$ cat config.mk
export PLATFORM = sky130hd
export DESIGN_NAME = flow_table_arb
export DESIGN_NICKNAME = d
export VERILOG_FILES = /design/src/rtl/flow_table_arb.sv
export SDC_FILE = /design/constraint.sdc
export NUM_CORES = 1
export LEC_CHECK = 0
export BUFFER_PORTS_ARGS = -buffer_cell sky130_fd_sc_hd__buf_2
export CORE_MARGIN = 2
export CORE_UTILIZATION = 25
export DETAILED_ROUTE_END_ITERATION = 8
export GPL_TIMING_DRIVEN = 0
export HOLD_SLACK_MARGIN = 0.12
export PLACE_DENSITY = 0.62
export SLEW_MARGIN = 20
export SYNTH_ARGS = -nofsm -noshare
export SYNTH_HDL_FRONTEND = slang
export SYNTH_SLANG_ARGS = --single-unit
$ cat constraint.sdc
create_clock -name clk -period 2.2 [get_ports clk]
set_input_delay 0.22 -clock clk [delete_from_list [all_inputs] [get_ports clk]]
set_output_delay 0.22 -clock clk [all_outputs]
set_load 0.05 [all_outputs]
$ cat src/rtl/flow_table_arb.sv
// flow_table_arb
// Arbitrates a single-ported flow table between the datapath lookup
// requester and the configuration requester.
//   - Lookups normally win. A config request that has been blocked for
//     STARVE_MAX cycles takes the port.
//   - cfg_lock lets config hold the table exclusively for an atomic
//     multi-entry update, for at most LOCK_MAX cycles.
//   - Each grant's response is returned exactly one cycle later, tagged
//     to its owner.
// Ports:
//   clk, rst            rising-edge clock, asynchronous active-high reset
//   lk_req_*/lk_rsp_*   lookup request (valid/ready) and response (no backpressure)
//   cfg_req_*/cfg_rsp_* config request (valid/ready) and response / write ack
//   cfg_lock            config holds the table while high
//   mem_*               table RAM port; mem_rdata is valid one cycle after mem_en
//   locked              table is held by config
//   lock_timeout        sticky flag: a lock was forcibly released
module flow_table_arb #(
  parameter int ADDR_W     = 8,
  parameter int DATA_W     = 32,
  parameter int STARVE_MAX = 4,
  parameter int LOCK_MAX   = 64
) (
  input  logic              clk,
  input  logic              rst,
  input  logic              lk_req_valid,
  input  logic [ADDR_W-1:0] lk_req_addr,
  output logic              lk_req_ready,
  output logic              lk_rsp_valid,
  output logic [DATA_W-1:0] lk_rsp_data,
  input  logic              cfg_req_valid,
  input  logic              cfg_req_we,
  input  logic [ADDR_W-1:0] cfg_req_addr,
  input  logic [DATA_W-1:0] cfg_req_wdata,
  input  logic              cfg_lock,
  output logic              cfg_req_ready,
  output logic              cfg_rsp_valid,
  output logic [DATA_W-1:0] cfg_rsp_rdata,
  output logic              mem_en,
  output logic              mem_we,
  output logic [ADDR_W-1:0] mem_addr,
  output logic [DATA_W-1:0] mem_wdata,
  input  logic [DATA_W-1:0] mem_rdata,
  output logic              locked,
  output logic              lock_timeout
);

  localparam int SC_W = $clog2(STARVE_MAX + 1);
  localparam int LC_W = $clog2(LOCK_MAX + 1);
  localparam logic [SC_W-1:0] STARVE_TOP = SC_W'(STARVE_MAX);
  localparam logic [LC_W-1:0] LOCK_LAST  = LC_W'(LOCK_MAX - 1);

  typedef enum logic [0:0] {IDLE = 1'b0, LOCKED = 1'b1} state_t;

  state_t          state;
  state_t          state_next;
  logic [SC_W-1:0] starve_cnt;
  logic [LC_W-1:0] lock_cnt;
  logic            relock_block;  // set by a forced release, cleared once cfg_lock drops
  logic            rsp_valid;
  logic            rsp_is_cfg;
  logic            rsp_is_write;
  logic            starved;
  logic            lk_grant;
  logic            cfg_grant;
  logic            forced_exit;

  assign starved     = (starve_cnt == STARVE_TOP);
  assign lk_grant    = lk_req_valid & lk_req_ready;
  assign cfg_grant   = cfg_req_valid & cfg_req_ready;
  assign forced_exit = (state == LOCKED) & cfg_lock & (lock_cnt == LOCK_LAST);
  assign locked      = (state == LOCKED);

  // FSM state register
  always_ff @(posedge clk or posedge rst) begin
    if (rst) begin
      state <= IDLE;
    end else begin
      state <= state_next;
    end
  end

  // FSM next-state logic
  always_comb begin
    state_next = state;
    case (state)
      IDLE: begin
        if (cfg_grant && cfg_lock && !relock_block) begin
          state_next = LOCKED;
        end else begin
          state_next = IDLE;
        end
      end
      LOCKED: begin
        // A grant in the releasing cycle still completes normally.
        if (!cfg_lock || (lock_cnt == LOCK_LAST)) begin
          state_next = IDLE;
        end else begin
          state_next = LOCKED;
        end
      end
      default: state_next = IDLE;
    endcase
  end

  // FSM outputs: request readiness (grant happens the same cycle as valid)
  always_comb begin
    lk_req_ready  = 1'b0;
    cfg_req_ready = 1'b0;
    if (rst) begin
      lk_req_ready  = 1'b0;
      cfg_req_ready = 1'b0;
    end else begin
      case (state)
        IDLE: begin
          // Lookup has priority unless config has starved long enough.
          lk_req_ready  = !(starved && cfg_req_valid);
          cfg_req_ready = cfg_req_valid && (starved || !lk_req_valid);
        end
        LOCKED: begin
          lk_req_ready  = 1'b0;
          cfg_req_ready = cfg_req_valid;
        end
        default: begin
          lk_req_ready  = 1'b0;
          cfg_req_ready = 1'b0;
        end
      endcase
    end
  end

  // Table port is driven directly by whichever request is granted.
  assign mem_en    = lk_grant | cfg_grant;
  assign mem_we    = cfg_grant & cfg_req_we;
  assign mem_addr  = cfg_grant ? cfg_req_addr : lk_req_addr;
  assign mem_wdata = cfg_grant ? cfg_req_wdata : {DATA_W{1'b0}};

  // Count cycles a pending config request has been passed over
  always_ff @(posedge clk or posedge rst) begin
    if (rst) begin
      starve_cnt <= {SC_W{1'b0}};
    end else if (!cfg_req_valid || cfg_grant) begin
      starve_cnt <= {SC_W{1'b0}};
    end else if (!starved) begin
      starve_cnt <= starve_cnt + SC_W'(1);
    end else begin
      starve_cnt <= starve_cnt;
    end
  end

  // Lock duration counter, sticky timeout flag and re-lock inhibit
  always_ff @(posedge clk or posedge rst) begin
    if (rst) begin
      lock_cnt     <= {LC_W{1'b0}};
      lock_timeout <= 1'b0;
      relock_block <= 1'b0;
    end else begin
      // Zero while idle, so the first locked cycle sees zero.
      lock_cnt <= (state == LOCKED) ? (lock_cnt + LC_W'(1)) : {LC_W{1'b0}};
      if (forced_exit) begin
        lock_timeout <= 1'b1;
        relock_block <= 1'b1;
      end else if (!cfg_lock) begin
        relock_block <= 1'b0;
      end else begin
        relock_block <= relock_block;
      end
    end
  end

  // Response owner tracking: one-cycle latency, no backpressure
  always_ff @(posedge clk or posedge rst) begin
    if (rst) begin
      rsp_valid    <= 1'b0;
      rsp_is_cfg   <= 1'b0;
      rsp_is_write <= 1'b0;
    end else begin
      rsp_valid    <= lk_grant | cfg_grant;
      rsp_is_cfg   <= cfg_grant;
      rsp_is_write <= cfg_grant & cfg_req_we;
    end
  end

  assign lk_rsp_valid  = rsp_valid & ~rsp_is_cfg;
  assign cfg_rsp_valid = rsp_valid & rsp_is_cfg;
  assign lk_rsp_data   = mem_rdata;
  assign cfg_rsp_rdata = rsp_is_write ? {DATA_W{1'b0}} : mem_rdata;

endmodule

# Word-level counts from Yosys, hierarchy flattened
# Cells that the tools add are included.
# classes
n_addsub	2
eq_ne	4
n_mux	15
bitwise	10
reduce_logical	12
# op_table
cell	n
two-way mux 32 bit	2
two-way mux 8 bit	1
adder 7 x 1 -> 7 bit (second input constant)	1
AND 1 bit	7
== test 7 x 6 -> 1 bit (second input constant)	1
two-way mux 7 bit	1
two-way mux 1 bit	6
two-way mux 3 bit	2
case mux 1 bit (2 select lines)	3
logical NOT 1 bit	5
logical AND 1 bit	4
!= test 2 x 1 -> 1 bit (second input constant)	2
adder 3 x 1 -> 3 bit (second input constant)	1
== test 3 bit (second input constant)	1
logical OR 1 bit	3
NOT 1 bit	2
bitwise OR 1 bit	1
# totals
ff_bits	16
input_bits	86
wordCells	51

# Longest topological paths before layout
# depth
ltp_word	10
mapped_depth	6
depth_no_buf	5

# Least setup slack after synthesis
# OpenSTA, ideal clock, no wires.
# synth_path
path_kind	register -> output
from	reg state (netlist: locked)
to	out lk_req_ready
arrival_ps	2083
required_time_ps	1980
setup_slack_ps	-103
path_stages_with_launch	3
cell_sequence	dfrtp_1 -> clkbuf_1 -> a311oi_1
# synth_via
elab_chain_len	3
# synth_rtl
item	line_no	text
from (decl)	55	state_t state;
from (signal assigned)	79	state <= state_next;
NOT 1 bit	n/a	
case mux 1 bit (2 select lines) (*)	114	case (state)
two-way mux 1 bit (*)	110	if (rst) begin
to (decl)	28	output logic lk_req_ready,
# Every way passes the cells marked *; elsewhere a longest branch is shown, timed or not.

# Final worst setup path
# layout_path
from	reg starve_cnt[1]
to	out mem_addr[6]
# layout_via
elab_chain_len	7
# layout_rtl
item	line_no	text
from (decl)	57	logic [SC_W-1:0] starve_cnt;
from (signal assigned)	141	starve_cnt <= {SC_W{1'b0}};
from (signal assigned)	143	starve_cnt <= {SC_W{1'b0}};
from (signal assigned)	145	starve_cnt <= starve_cnt + SC_W'(1);
== test 3 bit	68	assign starved = (starve_cnt == STARVE_TOP);
logical OR 1 bit	118	cfg_req_ready = cfg_req_valid && (starved || !lk_req_valid);
logical AND 1 bit	118	
case mux 1 bit (2 select lines)	114	
two-way mux 1 bit	110	
AND 1 bit	70	assign cfg_grant = cfg_req_valid & cfg_req_ready;
two-way mux 8 bit	135	assign mem_addr = cfg_grant ? cfg_req_addr : lk_req_addr;
to (decl)	41	output logic [ADDR_W-1:0] mem_addr,
# No other way between the ends.

==> results.cfg <==
[worst_setup_path]
cp.arrival_ps = 1890
reg2reg_from = starve_cnt[1]$_DFFE_PP0P_
worst_ep_required_time_ps = 1980
rr_worst_depth = 6
crit_path_end = mem_addr[6]
start_kind = flop
cp_max_fo = 8
criticalPathCategory = flop to output pin
endpoint_kind = output pin
startpoint = starve_cnt[1]$_DFFE_PP0P_
timing.rr.end = locked$_DFF_PP0_
r2r_slack_ps = 800

[synthesis]
ys_ff_latch = 16
yosysUniqueCellTypes = 34
syn-cell-area_mm2 = 0.00153
synthCells = 177
ys_seq_area_share_pct = 26.3
syn_avg_cell_area_um2 = 8.62
synth_nets = 266
yosysWarnings = 0

[die]
ios = 198
core-area_mm2 = 0.00592
die_h_um = 82.1
rows = 28
fp.dieW_um = 82.1
start_util_pct = 25.8
dieArea_mm2 = 0.00674

[timing]
rsz0062_at_grt = false
drv_slew = 0
finalHoldViolCount = 0
slew_headroom_pct = 59.4
fmax_mhz = 473
setup-tns-final_ps = 0
worst_slew_pin_slew_ps = 608
min_period_ps = 2110
min_period_over_period_pct = 96.1
setup_viol = 0
finClkSkew_ps = 4.16

[global_route]
grt_overflow_total = 0
antenna_found_initial = 0
grt_first_pass_wirelength_mm = 6.83
grt_pass1_vias = 1638
track_usage_pct = 12.9
grt_max_degree = 17

[clock_network]
cts_buffer_depth = 2
cts_tree = yes
clk_pin_slew_ps = 70
numCtsBuffers = 3
htreeDepth = 1
cts_sinks = 16
cts-root-buf = clkbuf_8
clkLatencyLatePin_ps = 250

[cells_and_area]
layout_commonest_cell = buf_2
nets = 475
n_antenna_cell = 0
drive_above_1_share_pct = 67.0
design_area_mm2 = 0.00283
areaGrowthSynthToFinish_pct = 85.6
final_cells = 460
layout_common_cells = buf_2 (178), and2_1 (39), buf_4 (38)
fill_cells = 585

[detailed_routing]
ant_nets = 0
first_pass_iters = 4
drc = 0
dr_total_vias = 1865
vias_per_cell = 4.05
routed_wl_mm = 5.05
drt_iter0_drc = 17
avgRoutedWirePerCell_um = 11.0

[place]
post-dp-hpwl_mm = 4.27
dpl_cell_area_mm2 = 0.00261
dp.cells = 449
port_buffers = 197
gp_congestion = 0.747

[power]
p_leak_nw = 1.66
power_frac_comb_pct = 57.9
sw_frac_of_total_pct = 47.3
p_switching_mw = 0.649
clock_power_share_pct = 19.2
p_int_mw = 0.725
p_per_area_mw_per_mm2 = 485
sequentialPowerShare_pct = 22.9
ir_drop_uv = 462

[worst_hold_path]
holdCritPathClass = primary input to flop

[run]
drv_cap = 0

[outcome]
status = finished clean
[per-layer routing]
layer  up-vias  track usage, %  wire, µm
met2       124            25.2      2630
met5         -               0         0
met4         0            2.50        19
met1       794            13.5      1800
li1        943               -         -
met3         4            3.70       599
[cell usage after synthesis]
cell type	instances	area, µm²
o21a_1	2	15.0
or3_1	1	6.26
buf_4	33	248
a21o_1	1	7.51
clkbuf_1	4	15.0
nand4_1	1	6.26
a311oi_1	1	8.76
xor2_1	1	8.76
clkbuf_2	2	10.0
nand2_1	2	7.51
xnor2_1	3	26.3
nor2b_2	1	8.76
ha_1	3	37.5
nand2_2	1	6.26
a21oi_1	1	5.00
o2bb2ai_1	1	8.76
a21oi_4	1	16.3
mux2_4	2	30.0
dfrtp_1	16	400
nand3b_1	1	7.51
nor3_1	1	5.00
mux2i_1	1	10.0
nor2_1	2	7.51
nor3b_1	4	30.0
mux2_2	6	67.6
o21ai_0	2	10.0
nor2b_1	34	213
a21boi_0	1	7.51
nand3_1	2	10.0
and2_1	39	244
inv_1	4	15.0
a22o_1	1	8.76
nand2b_1	1	6.26
buf_6	1	11.3
[metrics by stage]
| stage | setup WS (ps) | total power, mW | util, % | hold slack, ps |
|---|---|---|---|---|
| floorplan | 175 | 0.877 | - | 134 |
| global placement | 153 | 1.07 | 44.1 | 370 |
| detailed placement | 142 | 1.08 | 44.1 | 369 |
| CTS | 8.02 | 1.37 | 46.9 | 189 |
| global route | 2.82 | 1.45 | 47.8 | 205 |
| finish | 86.3 | 1.37 | 47.8 | 203 |
[how the worst min path moves through the flow]
stage | cells after the start | to | start
after floorplan | 1 | lock_cnt[0]$_DFF_PP0_ | rst
after global placement | 2 | locked$_DFF_PP0_ | rst
after detailed placement | 2 | starve_cnt[0]$_DFFE_PP0P_ | rst
after CTS | 2 | rsp_valid$_DFF_PP0_ | rst
after global routing | 2 | rsp_valid$_DFF_PP0_ | rst
final | 2 | rsp_is_write$_DFF_PP0_ | cfg_req_we
[worst max-delay path, stage by stage, from the launching register on]
cell and delay [ps]:
dfrtp_1 410, inv_2 80, ha_4 140, nand2_2 80
a21oi_4 280, buf_8 190, mux2_4 310, buf_6 150
[cell type report]
type                            instances  area [µm²]  share of cell area (%)
Buffer                                 40         288                    10.2
Sequential cell                        16         400                    14.1
Clock buffer                            4        55.1                    1.95
Multi-Input combinational cell        117         845                    29.8
Inverter                                4        15.0                   0.531
Tap cell                               75        93.8                    3.32
Timing Repair Buffer                  204        1130                    40.1
[power by group through the flow]
stage	clock [mW]	combinational (mW)	sequential (mW)
after floorplan	0	0.554	0.323
after CTS	0.276	0.784	0.314
after global routing	0.289	0.843	0.317
after global placement	0	0.750	0.321
after detailed placement	0	0.754	0.321
final	0.264	0.795	0.315
[timing repair]
item | 4_1_cts | 5_1_grt
hold buffers | 1 | 0
gates resized for setup | 14 | 20
endpoints found under the setup margin | 35 | 37
gates cloned | 0 | 0
setup buffers | 6 | 0
pin swaps | 2 | 1
hold endpoints to repair | 16 | 0
[kinds of logic (layout without fill, tap and decap cells)]
logic type	Yosys count	after routing	share of synthesized area (%)
AO/OA/AOI/OAI	11	11	5.74
AND/OR/NAND/NOR	90	90	36.6
flip-flops	16	16	26.3
multiplexers	9	9	7.05
buffers and inverters	44	252	19.6
adder cells (fa/ha/maj)	3	3	2.46
XOR/XNOR	4	4	2.30
[registers in the layout, indices dropped and copies added, names as in the netlist]
signal	cells
lock_timeout	1
locked	1
rsp_valid	1
lock_cnt	7
rsp_is_cfg	1
starve_cnt	3
relock_block	1
rsp_is_write	1
No activity file was read; power rests on OpenSTA's default activity.
